### src/rtl/avalon_slave.sv
// avalon_slave
//   Configuration/status register bank behind an Avalon-MM-style slave port.
//   Every transfer stalls the master with waitrequest for WAIT_CYCLES clocks,
//   then commits the write or loads readdata.
//
//   Optional feature macro: AVALON_SLAVE_ACCESS_CNT_EN
//     defined   -> 0x07 reads a wrapping count of committed R/W register writes
//     undefined -> 0x07 is reserved (reads 8'h00, writes ignored)
//
// Ports:
//   clk          rising-edge clock
//   reset        synchronous active-low reset
//   address      register address, sampled in the command cycle
//   Write        single-cycle write command pulse (wins over read)
//   read         single-cycle read command pulse
//   writedata    write data, sampled with Write
//   waitrequest  high while a transfer is in progress
//   readdata     read result, held until the next read completes
module avalon_slave #(
    parameter int         WAIT_CYCLES = 4,
    parameter logic [7:0] VERSION     = 8'h10
) (
    input  logic       clk,
    input  logic       reset,
    input  logic [7:0] address,
    input  logic       Write,
    input  logic       read,
    input  logic [7:0] writedata,
    output logic       waitrequest,
    output logic [7:0] readdata
);

    typedef enum logic {IDLE, BUSY} state_t;

    localparam logic [7:0] CNT_LOAD = 8'(WAIT_CYCLES - 1);

    state_t     state, state_nxt;
    logic [7:0] cnt;
    logic [7:0] lat_addr;
    logic [7:0] lat_data;
    logic       lat_wr;
    // Slots 5 and 7 exist only to keep indexing simple; they are never used.
    logic [7:0] regs [8];
    logic [7:0] rd_val;
    logic       start;
    logic       done;
    logic       wr_hit;
`ifdef AVALON_SLAVE_ACCESS_CNT_EN
    logic [7:0] acc_cnt;
`endif

    assign start       = (state == IDLE) && (read || Write);
    assign done        = (state == BUSY) && (cnt == 8'd0);
    assign waitrequest = (state == BUSY);
    // Only the six R/W registers accept writes.
    assign wr_hit      = (lat_addr <= 8'h06) && (lat_addr != 8'h05);

    always_comb begin
        state_nxt = state;
        case (state)
            IDLE:    if (read || Write) state_nxt = BUSY;
            BUSY:    if (cnt == 8'd0)   state_nxt = IDLE;
            default: state_nxt = IDLE;
        endcase
    end

    always_comb begin
        rd_val = 8'h00;
        case (lat_addr)
            8'h00, 8'h01, 8'h02, 8'h03, 8'h04, 8'h06: rd_val = regs[lat_addr[2:0]];
            8'h05:   rd_val = VERSION;
`ifdef AVALON_SLAVE_ACCESS_CNT_EN
            8'h07:   rd_val = acc_cnt;
`endif
            default: rd_val = 8'h00;
        endcase
    end

    always_ff @(posedge clk) begin
        if (!reset) begin
            state    <= IDLE;
            cnt      <= 8'd0;
            lat_addr <= 8'h00;
            lat_data <= 8'h00;
            lat_wr   <= 1'b0;
            readdata <= 8'h00;
            // Reset value of register n is {n, n} in nibbles (8'h00, 8'h11, ...).
            for (int i = 0; i < 8; i++) regs[i] <= {4'(i), 4'(i)};
`ifdef AVALON_SLAVE_ACCESS_CNT_EN
            acc_cnt  <= 8'h00;
`endif
        end else begin
            state <= state_nxt;
            if (start) begin
                lat_addr <= address;
                lat_data <= writedata;
                lat_wr   <= Write;
                cnt      <= CNT_LOAD;
            end else if (done) begin
                if (lat_wr) begin
                    if (wr_hit) begin
                        regs[lat_addr[2:0]] <= lat_data;
`ifdef AVALON_SLAVE_ACCESS_CNT_EN
                        acc_cnt <= acc_cnt + 8'd1;
`endif
                    end
                end else begin
                    readdata <= rd_val;
                end
            end else if (state == BUSY) begin
                cnt <= cnt - 8'd1;
            end
        end
    end

endmodule

### config.mk
export PLATFORM = sky130hd
export DESIGN_NAME = avalon_slave
export DESIGN_NICKNAME = d
export VERILOG_FILES = /design/src/rtl/avalon_slave.sv
export SDC_FILE = /design/constraint.sdc
export NUM_CORES = 1
export LEC_CHECK = 0
export BUFFER_PORTS_ARGS = -buffer_cell sky130_fd_sc_hd__buf_2
export CORE_AREA = 2 2 88 90
export CTS_CLUSTER_DIAMETER = 40
export DETAILED_ROUTE_END_ITERATION = 16
export DIE_AREA = 0 0 90 92
export GPL_ROUTABILITY_DRIVEN = 0
export PLACE_DENSITY = 0.83
export SYNTH_ARGS = -nofsm -noshare
export SYNTH_HDL_FRONTEND = slang
export SYNTH_SLANG_ARGS = --single-unit
### constraint.sdc
create_clock -name clk -period 2.3 [get_ports clk]
set_input_delay 0 -clock clk [delete_from_list [all_inputs] [get_ports clk]]
set_output_delay 0 -clock clk [all_outputs]
set_load 0.005 [all_outputs]
==> After elaboration in Yosys (flattened, before gate mapping) <==
Memory sizes are Yosys's and may differ from the RTL's. A register that Yosys moved wholly into a read port is not among the register bits.
Cells that the tools add are included.
{ "totals": {"regBits": 34, "latch_bits": 0, "ramBits": 64, "rom_bits": 0, "output_inout_bits": 9, "mem_count": 1} }
{ "classes": {"n_addsub": 1, "multipliers": 0, "div_mod_pow": 0, "n_lt_le_gt_ge": 1, "n_eq_ne": 8, "n_shift": 0, "muxes": 19, "bitwise_logic": 5, "n_reduce_logical": 13} }
{ "mem_list": {"columns": ["memory", "depth", "word_bits", "read_ports", "rd_clocked_by_memory_dff", "write_ports", "line", "text"], "rows": [
  ["regs", 8, 8, 1, 1, 8, "43", "logic [7:0] regs [8];"]
]} }
{ "ops": {"columns": ["cell", "n"], "rows": [
  ["$eq A8 B3 Y1 const B", 3],
  ["$eq A8 B2 Y1 const B", 2],
  ["$logic_not A8 Y1", 2],
  ["$pmux W8 S2", 1],
  ["$mux W1", 10],
  ["$mux W3", 3],
  ["$eq A8 B1 Y1 const B", 1],
  ["$le A8 B3 Y1 const B", 1],
  ["$mux W8", 1],
  ["$ne A8 B3 Y1 const B", 1],
  ["$reduce_or A8 Y1", 1],
  ["$sub A8 B1 Y8 const B", 1],
  ["$mux W2", 3],
  ["$reduce_or A6 Y1", 1],
  ["$not A1 Y1", 5],
  ["$reduce_and A2 Y1", 2],
  ["$logic_and A1 B1 Y1", 3],
  ["$reduce_and A3 Y1", 1],
  ["$ne A2 B2 Y1 const B", 1],
  ["$pmux W1 S2", 1],
  ["$reduce_bool A2 Y1", 1],
  ["$reduce_or A2 Y1", 1],
  ["$logic_or A1 B1 Y1", 1]
]} }

==> Longest topological paths before layout <==
Gate-level depths: netlist of the first run.
{ "logic_depth": {"depth_word": 10, "ltp_mapped": 7} }

==> Worst setup path before layout of the first run <==
OpenSTA, ideal clock, no wires.
{ "synth_timing": {"path_kind": "register to register", "start": "register cnt[0]", "end": "memory regs[6][0], enable pin", "arrival_time_ns": 1.747, "required_time_ns": 1.966, "setup_slack_ns": 0.218, "path_stages_with_launch": 7, "n_path_buf": 0, "synth_period_minus_slack_ns": 2.082, "path_cell_list": "dfxtp_1 -> inv_1 -> ha_1 -> nor2b_1 -> nand3b_1 -> nor3_2 -> nand2b_1"} }
{ "synth_lines": {"columns": ["element", "line", "text"], "rows": [
  ["start: declaration", "38", "logic [7:0] cnt;"],
  ["start signal: assignment", "111", "cnt <= cnt - 8'd1;"],
  ["end: declaration", "43", null]
]} }

==> impl_metrics.toml, run 1 <==
[status]
outcome = "finished, final reports clean"

[layout]
layout.cells.most_common = "sky130_fd_sc_hd__edfxtp_1"
antenna-diode-count = 0
drive_above_1_share_pct = 23.0
ff_latch_area_sq_um = 2660
syn2layout_area_growth_pct = 17.4
finish.net_count = 417
layout_common_cells = "64 x sky130_fd_sc_hd__edfxtp_1, 41 x sky130_fd_sc_hd__nand2_1, 37 x sky130_fd_sc_hd__dfxtp_1"
filler_cell_count = 541
instances_no_fill = 502
multi_input_comb_area_sq_um = 1610

[critical_path]
cp_top_family = "simple AND/OR/NAND/NOR gates"
launching_point_of_the_worst_reg2reg_path = "cnt[0]$_SDFFE_PN0P_"
worstPathCellList = "inv_1 -> ha_1 -> nor2b_1 -> buf_4 -> nand3_1 -> nor4_4 -> nand2b_1"
critical_path_peak_fanout = 8
worstPathArrival_ns = 2.12
startpoint_type = "register"
crit_required_ns = 2.33
path_class = "reg -> reg"
rrSetupSlack_ns = 0.21
critPathCaptureType = "register"
worst_r2r_endpoint = "regs[1][7]$_SDFFCE_PN0P_"
timing.critical_path.buf_inv = 2
crit_path_top_delay_cell = "sky130_fd_sc_hd__nand2b_1"
timing.reg2reg.worst_path_depth = 7
stage_delay_of_the_slowest_cell_on_the_critical_path_ns = 0.40

[cts]
cts_buffers = 9
cts-root-buf = "sky130_fd_sc_hd__clkbuf_8"
post_cts_buffers = 0
cts_max_path_buffers = 2
clkLatencyLatePin_ns = 0.37
clock_sinks = 101
tritoncts = "yes"
clkSlewWorstSetupHoldPaths_ns = 0.09
cts_hold_buffers = 18
cts_htree_levels = 3
ctsResizeCount = 0

[timing]
layout_min_cycle_time_ns = 2.09
clock.fmax_mhz = 478
slew_viol_final = 0
worst_clock_skew_ns = 0.00908
setup_repair_after_global_routing_missed_its_margin = "false"
final-setup-viol-count = 0
slew-limit-headroom_pct = 55.2
worstMarginPinSlew_ns = 0.669
worst_hold_slack_ns = 0.152
finalHoldViolations = 0
fin_ws_ns = 0.207
finalCritPeriodShare_pct = 91.0
setup-tns-final_ns = 0

[global_route]
grt_pass1_vias = 2828
pin_count_of_the_biggest_net_entering_global_routing = 20
grt_overflow = 0
tot_gr_track_use_pct = 21.9
grt_first_pass_wirelength_mm = 13.6
grt_antenna_before_repair = 0

[drt]
post_drt_wl_per_cell_um = 16.4
first_iter_violations = 121
remaining_drc_errors = 0
ant_nets = 0
finalWirelength_mm = 8.21
vias_per_cell = 5.27
detail_route.first_pass.iterations = 4
route.vias.total = 2647

[min_path]
hold_path_depth = 3
min_delay_worst_endpoint = "cnt[6]$_SDFFE_PP0P_"
timing.hold.worst.start = "reset"
holdCritPathClass = "in -> reg"

[synth]
post_syn_area_sq_um = 4310
netlist-cell-type-count = 36
synthesis.area_per_instance_sq_um = 13.3
yosys_warnings = 0
yosys_register_bits = 101
synth-seq-area-share_pct = 61.8
synth_cells = 325

[floorplan]
start_util_pct = 57.9
die_boundary_height_um = 92
ios = 29
die_width_um = 90
die_area_sq_um = 8280
placeableCoreArea_sq_um = 7450
core.rowCount = 32

[placement]
io_buffer_count = 28
dpl.cell_count = 468
dp_hpwl_mm = 5.95
dp_worst_setup_slack_ns = 0.244

[pwr]
finalPower_mw = 3.70
power-per-cell-area_nw_per_um2 = 732
vdd.ir_drop.worst_v = 0.000400
power.static_leakage_nw = 1.85

[run]
max-cap-violations = 0
[cells in the mapped netlist, drive strengths merged]
| cell type | n | share of area (%) |
|---|---|---|
| a211oi | 2 | 0.35 |
| mux2i | 1 | 0.23 |
| xor2 | 3 | 0.61 |
| nor3b | 1 | 0.29 |
| conb | 2 | 0.17 |
| dfxtp | 37 | 17 |
| ha | 2 | 0.58 |
| a22o | 7 | 1.4 |
| or3b | 1 | 0.20 |
| edfxtp | 64 | 45 |
| nand4b | 1 | 0.20 |
| clkbuf | 11 | 0.99 |
| o21a | 1 | 0.17 |
| a221o | 1 | 0.23 |
| and2 | 36 | 5.2 |
| nor2b | 2 | 0.29 |
| mux2 | 7 | 1.8 |
| nand4 | 1 | 0.49 |
| nand3 | 2 | 0.23 |
| inv | 7 | 0.61 |
| nand3b | 2 | 0.35 |
| nor4 | 4 | 2.0 |
| o2111ai | 4 | 0.81 |
| a21oi | 20 | 2.3 |
| nor3 | 7 | 1.3 |
| mux4 | 16 | 8.4 |
| nand2b | 22 | 3.2 |
| or4 | 2 | 0.35 |
| nor2 | 12 | 1.0 |
| or2 | 1 | 0.15 |
| o21ai | 2 | 0.23 |
| buf | 3 | 0.44 |
| nand2 | 41 | 3.6 |
[final cells by class]
cell class	count	share of cell area, %
inverters	7	0.519
clock inverters	7	1.76
repair buffers	59	8.26
flip-flops and latches	101	52.6
well taps	102	2.52
multi-input cells	217	31.9
clock buffers	9	2.45
[logic make-up (layout without fill, tap and decap cells)]
group / count (synthesis) / in the layout / share of synthesized area, %
simple gates: 135 / 135 / 18.8
flops: 101 / 101 / 61.8
compound gates: 37 / 37 / 5.55
mux: 24 / 24 / 10.4
buf+inv: 21 / 82 / 2.03
xor+xnor: 3 / 3 / 0.610
fa+ha+maj: 2 / 2 / 0.581
other cells: 2 / 16 / 0.174
[how the worst max path moves through the flow]
stage	start	end	slack, ns	cells past startpoint
2_1_floorplan	cnt[0]$_SDFFE_PN0P_	regs[6][0]$_SDFFCE_PN0P_	0.22	6
3_3_place_gp	cnt[0]$_SDFFE_PN0P_	regs[2][7]$_SDFFCE_PN0P_	0.33	6
3_5_place_dp	cnt[0]$_SDFFE_PN0P_	regs[1][6]$_SDFFCE_PN0P_	0.24	7
4_1_cts	cnt[0]$_SDFFE_PN0P_	regs[1][6]$_SDFFCE_PN0P_	0.20	7
5_1_grt	cnt[0]$_SDFFE_PN0P_	regs[2][6]$_SDFFCE_PN0P_	0.07	6
6_report	cnt[0]$_SDFFE_PN0P_	regs[1][7]$_SDFFCE_PN0P_	0.21	7
[where the power goes]
group / switching, mW / internal [mW] / total [mW]
registers: 0.0811 / 2.01 / 2.09
clock network: 0.589 / 0.609 / 1.20
logic: 0.215 / 0.196 / 0.411
[tightest hold or removal path, stage by stage]
cell	delay, ns
sky130_fd_sc_hd__buf_2	0.17
sky130_fd_sc_hd__nand2_1	0.24
sky130_fd_sc_hd__a21oi_1	0.06
[sequential cells by signal, summed over array words and instances, names as in the netlist, named ones only]
signal	cells
lat_addr	8
lat_wr	1
cnt	8
readdata	8
regs	64
waitrequest	1
lat_data	8
[through the flow]
step                area, sq um  util, %
floorplan                  4360        -
global placement           4670     62.7
detailed placement         4670     62.7
CTS                        5060     67.9
global route               5060     67.9
finish                     5060     67.9
[layer usage]
metal / share of wire, % / up-vias / GRT usage (%)
met5: 0 / - / 0
met4: 2.4 / 0 / 8.72
met3: 3.9 / 16 / 5.09
met2: 53 / 60 / 39.8
met1: 40 / 1272 / 25.2
li1: - / 1299 / -
Power figures use the tool's default switching activity.
==> inputs of run 2 (changes only) <==
--- a/config.mk
+++ b/config.mk
@@ -5,7 +5,7 @@
 export SDC_FILE = /design/constraint.sdc
 export NUM_CORES = 1
 export LEC_CHECK = 0
-export BUFFER_PORTS_ARGS = -buffer_cell sky130_fd_sc_hd__buf_2
+export BUFFER_PORTS_ARGS = -buffer_cell sky130_fd_sc_hd__clkbuf_2
 export CORE_AREA = 2 2 88 90
 export CTS_CLUSTER_DIAMETER = 40
 export DETAILED_ROUTE_END_ITERATION = 16
==> impl_metrics.toml, run 2 (synthesis results as in run 1) <==
[status]
outcome = "finished, final reports clean"

[timing]
finalCritPeriodShare_pct = 90.2
final-setup-viol-count = 0
slew-limit-headroom_pct = 56.8
clock.fmax_mhz = 482
finalHoldViolations = 0
slew_viol_final = 0
layout_min_cycle_time_ns = 2.08
fin_ws_ns = 0.224
setup-tns-final_ns = 0
setup_repair_after_global_routing_missed_its_margin = "false"
worst_hold_slack_ns = 0.175
worstMarginPinSlew_ns = 0.646
worst_clock_skew_ns = 0.00715

[critical_path]
crit_required_ns = 2.32
path_class = "reg -> reg"
startpoint_type = "register"
worstPathArrival_ns = 2.10
critPathCaptureType = "register"
critical_path_peak_fanout = 8

[pwr]
power-per-cell-area_nw_per_um2 = 711
vdd.ir_drop.worst_v = 0.000420
finalPower_mw = 3.58
power.static_leakage_nw = 1.82

[placement]
dp_hpwl_mm = 6.35
dp_worst_setup_slack_ns = 0.222
io_buffer_count = 28
detailed_place.area_sq_um = 4670
dpl.cell_count = 468

[drt]
ant_nets = 0
finalWirelength_mm = 8.63
remaining_drc_errors = 0
route.vias.total = 2666
first_iter_violations = 125
post_drt_wl_per_cell_um = 17.2
vias_per_cell = 5.31
detail_route.first_pass.iterations = 4

[cts]
clkSlewWorstSetupHoldPaths_ns = 0.09
cts_htree_levels = 3
ctsResizeCount = 0
clock_sinks = 101
tritoncts = "yes"
cts_max_path_buffers = 2
cts_buffers = 9
clkLatencyLatePin_ns = 0.36
cts-root-buf = "sky130_fd_sc_hd__clkbuf_8"

[layout]
utilization_pct = 67.5
drive_above_1_share_pct = 22.3
register_ranked_first_by_flip_flop_count = "regs"
filler_cell_count = 564
final_design_area_no_fill_sq_um = 5030
instances_no_fill = 502
antenna-diode-count = 0
syn2layout_area_growth_pct = 16.7
largest_register_ff_count = 64
finish.net_count = 417
layout_common_cells = "64 x sky130_fd_sc_hd__edfxtp_1, 41 x sky130_fd_sc_hd__nand2_1, 37 x sky130_fd_sc_hd__dfxtp_1"
layout.cells.most_common = "sky130_fd_sc_hd__edfxtp_1"

[global_route]
pin_count_of_the_biggest_net_entering_global_routing = 20
grt_antenna_before_repair = 0
grt_first_pass_wirelength_mm = 14.2
tot_gr_track_use_pct = 22.7
grt_pass1_vias = 2827
grt_overflow = 0

[run]
max-cap-violations = 0

[min_path]
holdCritPathClass = "in -> reg"

[floorplan]
ios = 29
die_area_sq_um = 8280
placeableCoreArea_sq_um = 7450
die_width_um = 90
core.rowCount = 32
die_boundary_height_um = 92
start_util_pct = 57.9
run 2: cell count changes in the layout (fill, tap and decap cells not counted):
cell                        delta
sky130_fd_sc_hd__bufinv_16     -1
sky130_fd_sc_hd__inv_6         -1
sky130_fd_sc_hd__buf_2        -28
sky130_fd_sc_hd__clkbuf_1      +2
sky130_fd_sc_hd__clkinv_1      +1
sky130_fd_sc_hd__clkbuf_2     +28
sky130_fd_sc_hd__clkinv_2      -2
sky130_fd_sc_hd__clkinv_4      +1
run 2: worst paths after layout:
| path | startpoint | to | slack (ns) | cells past startpoint |
|---|---|---|---|---|
| worst max-delay path | cnt[0]$_SDFFE_PN0P_ | regs[6][3]$_SDFFCE_PN0P_ | 0.22 | 6 |
| worst max register to register | cnt[0]$_SDFFE_PN0P_ | regs[6][3]$_SDFFCE_PN0P_ | 0.22 | 6 |
| worst min register to register | lat_addr[6]$_SDFFE_PN0P_ | lat_addr[6]$_SDFFE_PN0P_ | 0.46 | 2 |
| worst min-delay path | reset | cnt[6]$_SDFFE_PP0P_ | 0.18 | 3 |
run 2: where the power goes:
part	leakage [nW]	switching [mW]	total [mW]	internal (mW)
registers	0.906	0.0829	2.09	2.01
logic	0.824	0.217	0.413	0.196
clock network	0.0947	0.569	1.07	0.499
run 2: timing repair:
action                     4_1_cts  5_1_grt
setup endpoints to repair        0        0
buffers inserted                 0        0
hold buffers                    18        0
hold endpoints to repair        20        0
run 2: layout make-up:
type / count / area, sq um / share of cell area (%)
inverters: 7 / 26.3 / 0.522
multi-input cells: 217 / 1610 / 32.0
repair buffers: 59 / 418 / 8.31
clock inverters: 5 / 52.6 / 1.04
clock buffers: 11 / 131 / 2.61
flip-flops and latches: 101 / 2660 / 52.9
well taps: 102 / 128 / 2.54
run 2: worst max-delay path: stages (launching register included):
cell	delay, ns
sky130_fd_sc_hd__dfxtp_1	0.34
sky130_fd_sc_hd__inv_1	0.08
sky130_fd_sc_hd__ha_1	0.19
sky130_fd_sc_hd__nor2b_1	0.21
sky130_fd_sc_hd__nand3b_1	0.28
sky130_fd_sc_hd__nor3_2	0.27
sky130_fd_sc_hd__nand2b_1	0.37
run 2: metal layers:
layer	vias to the layer above	wire [um]	GRT usage, %
met1	1305	3480	26.6
li1	1297	-	-
met3	10	309	4.52
met4	0	88	6.03
met2	54	4760	42.6
met5	-	0	0
==> inputs of run 3 (changes only) <==
--- a/config.mk
+++ b/config.mk
@@ -6,12 +6,13 @@
 export NUM_CORES = 1
 export LEC_CHECK = 0
 export BUFFER_PORTS_ARGS = -buffer_cell sky130_fd_sc_hd__clkbuf_2
-export CORE_AREA = 2 2 88 90
+export CAP_MARGIN = 20
+export CORE_AREA = 2 2 114 116
 export CTS_CLUSTER_DIAMETER = 40
 export DETAILED_ROUTE_END_ITERATION = 16
-export DIE_AREA = 0 0 90 92
+export DIE_AREA = 0 0 116 118
 export GPL_ROUTABILITY_DRIVEN = 0
-export PLACE_DENSITY = 0.83
+export PLACE_DENSITY = 0.56
 export SYNTH_ARGS = -nofsm -noshare
 export SYNTH_HDL_FRONTEND = slang
 export SYNTH_SLANG_ARGS = --single-unit
==> impl_metrics.toml, run 3 (synthesis results as in run 1) <==
[layout]
register_ranked_first_by_flip_flop_count = "regs"
syn2layout_area_growth_pct = 21.9
finish.net_count = 418
instances_no_fill = 573
layout_common_cells = "64 x sky130_fd_sc_hd__edfxtp_1, 41 x sky130_fd_sc_hd__nand2_1, 37 x sky130_fd_sc_hd__dfxtp_1"
layout.cells.most_common = "sky130_fd_sc_hd__edfxtp_1"
utilization_pct = 42.3
multi_input_comb_area_sq_um = 1610
filler_cell_count = 1216
drive_above_1_share_pct = 22.9
largest_register_ff_count = 64
antenna-diode-count = 0
ff_latch_area_sq_um = 2660

[global_route]
pin_count_of_the_biggest_net_entering_global_routing = 18
grt_util_met2_pct = 23.2
grt_antenna_before_repair = 0
tot_gr_track_use_pct = 14.4
gr-max-usage-layer = "met2"
grt_pass1_vias = 2695
grt_overflow = 0
grt_first_pass_wirelength_mm = 14.4
globalRouteMet1Util_pct = 18.8
grt.met3_usage_pct = 3.55

[run]
max-cap-violations = 0

[floorplan]
ios = 29
die_boundary_height_um = 118
die_width_um = 116
die_area_sq_um = 13700
start_util_pct = 34.7
core.rowCount = 41
placeableCoreArea_sq_um = 12400

[critical_path]
critical_path_peak_fanout = 8
timing.reg2reg.worst_path_depth = 6
crit_path_top_delay_cell = "sky130_fd_sc_hd__nand2b_1"
crit_required_ns = 2.30
path_class = "reg -> reg"
stage_delay_of_the_slowest_cell_on_the_critical_path_ns = 0.40
launching_point_of_the_worst_reg2reg_path = "cnt[0]$_SDFFE_PN0P_"
startpoint_type = "register"
setup.worst_path.start = "cnt[0]$_SDFFE_PN0P_"
worstPathArrival_ns = 2.08
critPathCaptureType = "register"
worstPathCellList = "inv_1 -> ha_1 -> nor2b_1 -> nand3b_1 -> nor3_2 -> nand2b_1"

[min_path]
timing.hold.worst.start = "read"
holdCritPathClass = "in -> reg"
hold_path_depth = 4

[drt]
route.vias.total = 2602
post_drt_wl_per_cell_um = 15.6
finalWirelength_mm = 8.92
first_iter_violations = 102
ant_nets = 0
detail_route.first_pass.iterations = 4
remaining_drc_errors = 0
vias_per_cell = 4.54

[timing]
setup-tns-final_ns = 0
slew_viol_final = 0
slew-limit-headroom_pct = 55.9
layout_min_cycle_time_ns = 2.08
worstMarginPinSlew_ns = 0.659
finalCritPeriodShare_pct = 90.3
setup_repair_after_global_routing_missed_its_margin = "false"
fin_ws_ns = 0.223
finalHoldViolations = 0
final-setup-viol-count = 0
worst_clock_skew_ns = 0.0138
clock.fmax_mhz = 481

[pwr]
netSwitchingFraction_pct = 23.8
power_frac_clock_pct = 37.8
power.static_leakage_nw = 1.88
finalPower_mw = 4.06
power_report.internal_total_mw = 3.09
power-per-cell-area_nw_per_um2 = 773
seq_power_share_pct = 51.5
p_switching_uw = 966
vdd.ir_drop.worst_v = 0.000371
p_comb_share_pct = 10.6

[cts]
post_cts_buffers = 0
clkSlewWorstSetupHoldPaths_ns = 0.07
tritoncts = "yes"
cts-root-buf = "sky130_fd_sc_hd__clkbuf_16"
cts_buffers = 9
cts_max_path_buffers = 2
clock_sinks = 101
ctsResizeCount = 0
cts_htree_levels = 3
clkLatencyLatePin_ns = 0.35

[placement]
dp_worst_setup_slack_ns = 0.225
dpl.cell_count = 540
io_buffer_count = 28
dp_hpwl_mm = 6.48

[status]
outcome = "finished, final reports clean"
run 3: changes by cell type in the layout (fill, tap and decap cells not counted), sizes merged:
cell / delta
clkinv: -2
dlygate4sd3: -1
buf: +2
inv: +1
clkinvlp: +1
run 3: stage by stage:
stage / hold WS, ns / cell area, sq um
after global routing: 0.0699 / 5250
after floorplan: 0.136 / 4360
after CTS: 0.0180 / 5250
after global placement: 0.224 / 4780
final: 0.0355 / 5250
after detailed placement: 0.231 / 4780
run 3: final timing paths:
path	to	slack, ns
worst min-delay path	lat_wr$_SDFFE_PN0P_	0.04
worst max-delay path	regs[6][7]$_SDFFCE_PN0P_	0.22
worst max register to register	regs[6][7]$_SDFFCE_PN0P_	0.22
worst min register to register	lat_addr[6]$_SDFFE_PN0P_	0.47
run 3: power by group through the flow:
stage	sequential (mW)	combinational, mW	clock (mW)
after floorplan	2.10	0.300	0
after global placement	2.13	0.412	0
after detailed placement	2.13	0.415	0
after CTS	2.09	0.439	1.57
after global routing	2.10	0.483	1.63
final	2.09	0.432	1.54
run 3: timing repair:
item                                   in CTS  in global routing
hold buffers                               17                  0
setup endpoints to repair                   0                  0
endpoints found under the hold margin      20                  0
run 3: area by class of cell:
| type | count | area share [%] |
|---|---|---|
| tap | 172 | 4.10 |
| clock buffer | 11 | 4.62 |
| inverter | 7 | 0.500 |
| sequential | 101 | 50.7 |
| clock inverter | 5 | 1.12 |
| timing repair buffer | 60 | 8.29 |
| multi-input combinational | 217 | 30.7 |
run 3: critical path: cells and delay by family, from the launching register on:
kind / cells / cell delay [ns]
and+or+nand+nor: 4 / 1.14
adders and majority gates: 1 / 0.18
buffers and inverters: 1 / 0.08
DFF: 1 / 0.33
run 3: per-layer routing:
layer / wire, um / up-vias
met3: 270 / 13
met2: 4360 / 39
met1: 4140 / 1254
li1: - / 1296
met5: 0 / -
met4: 138 / 0
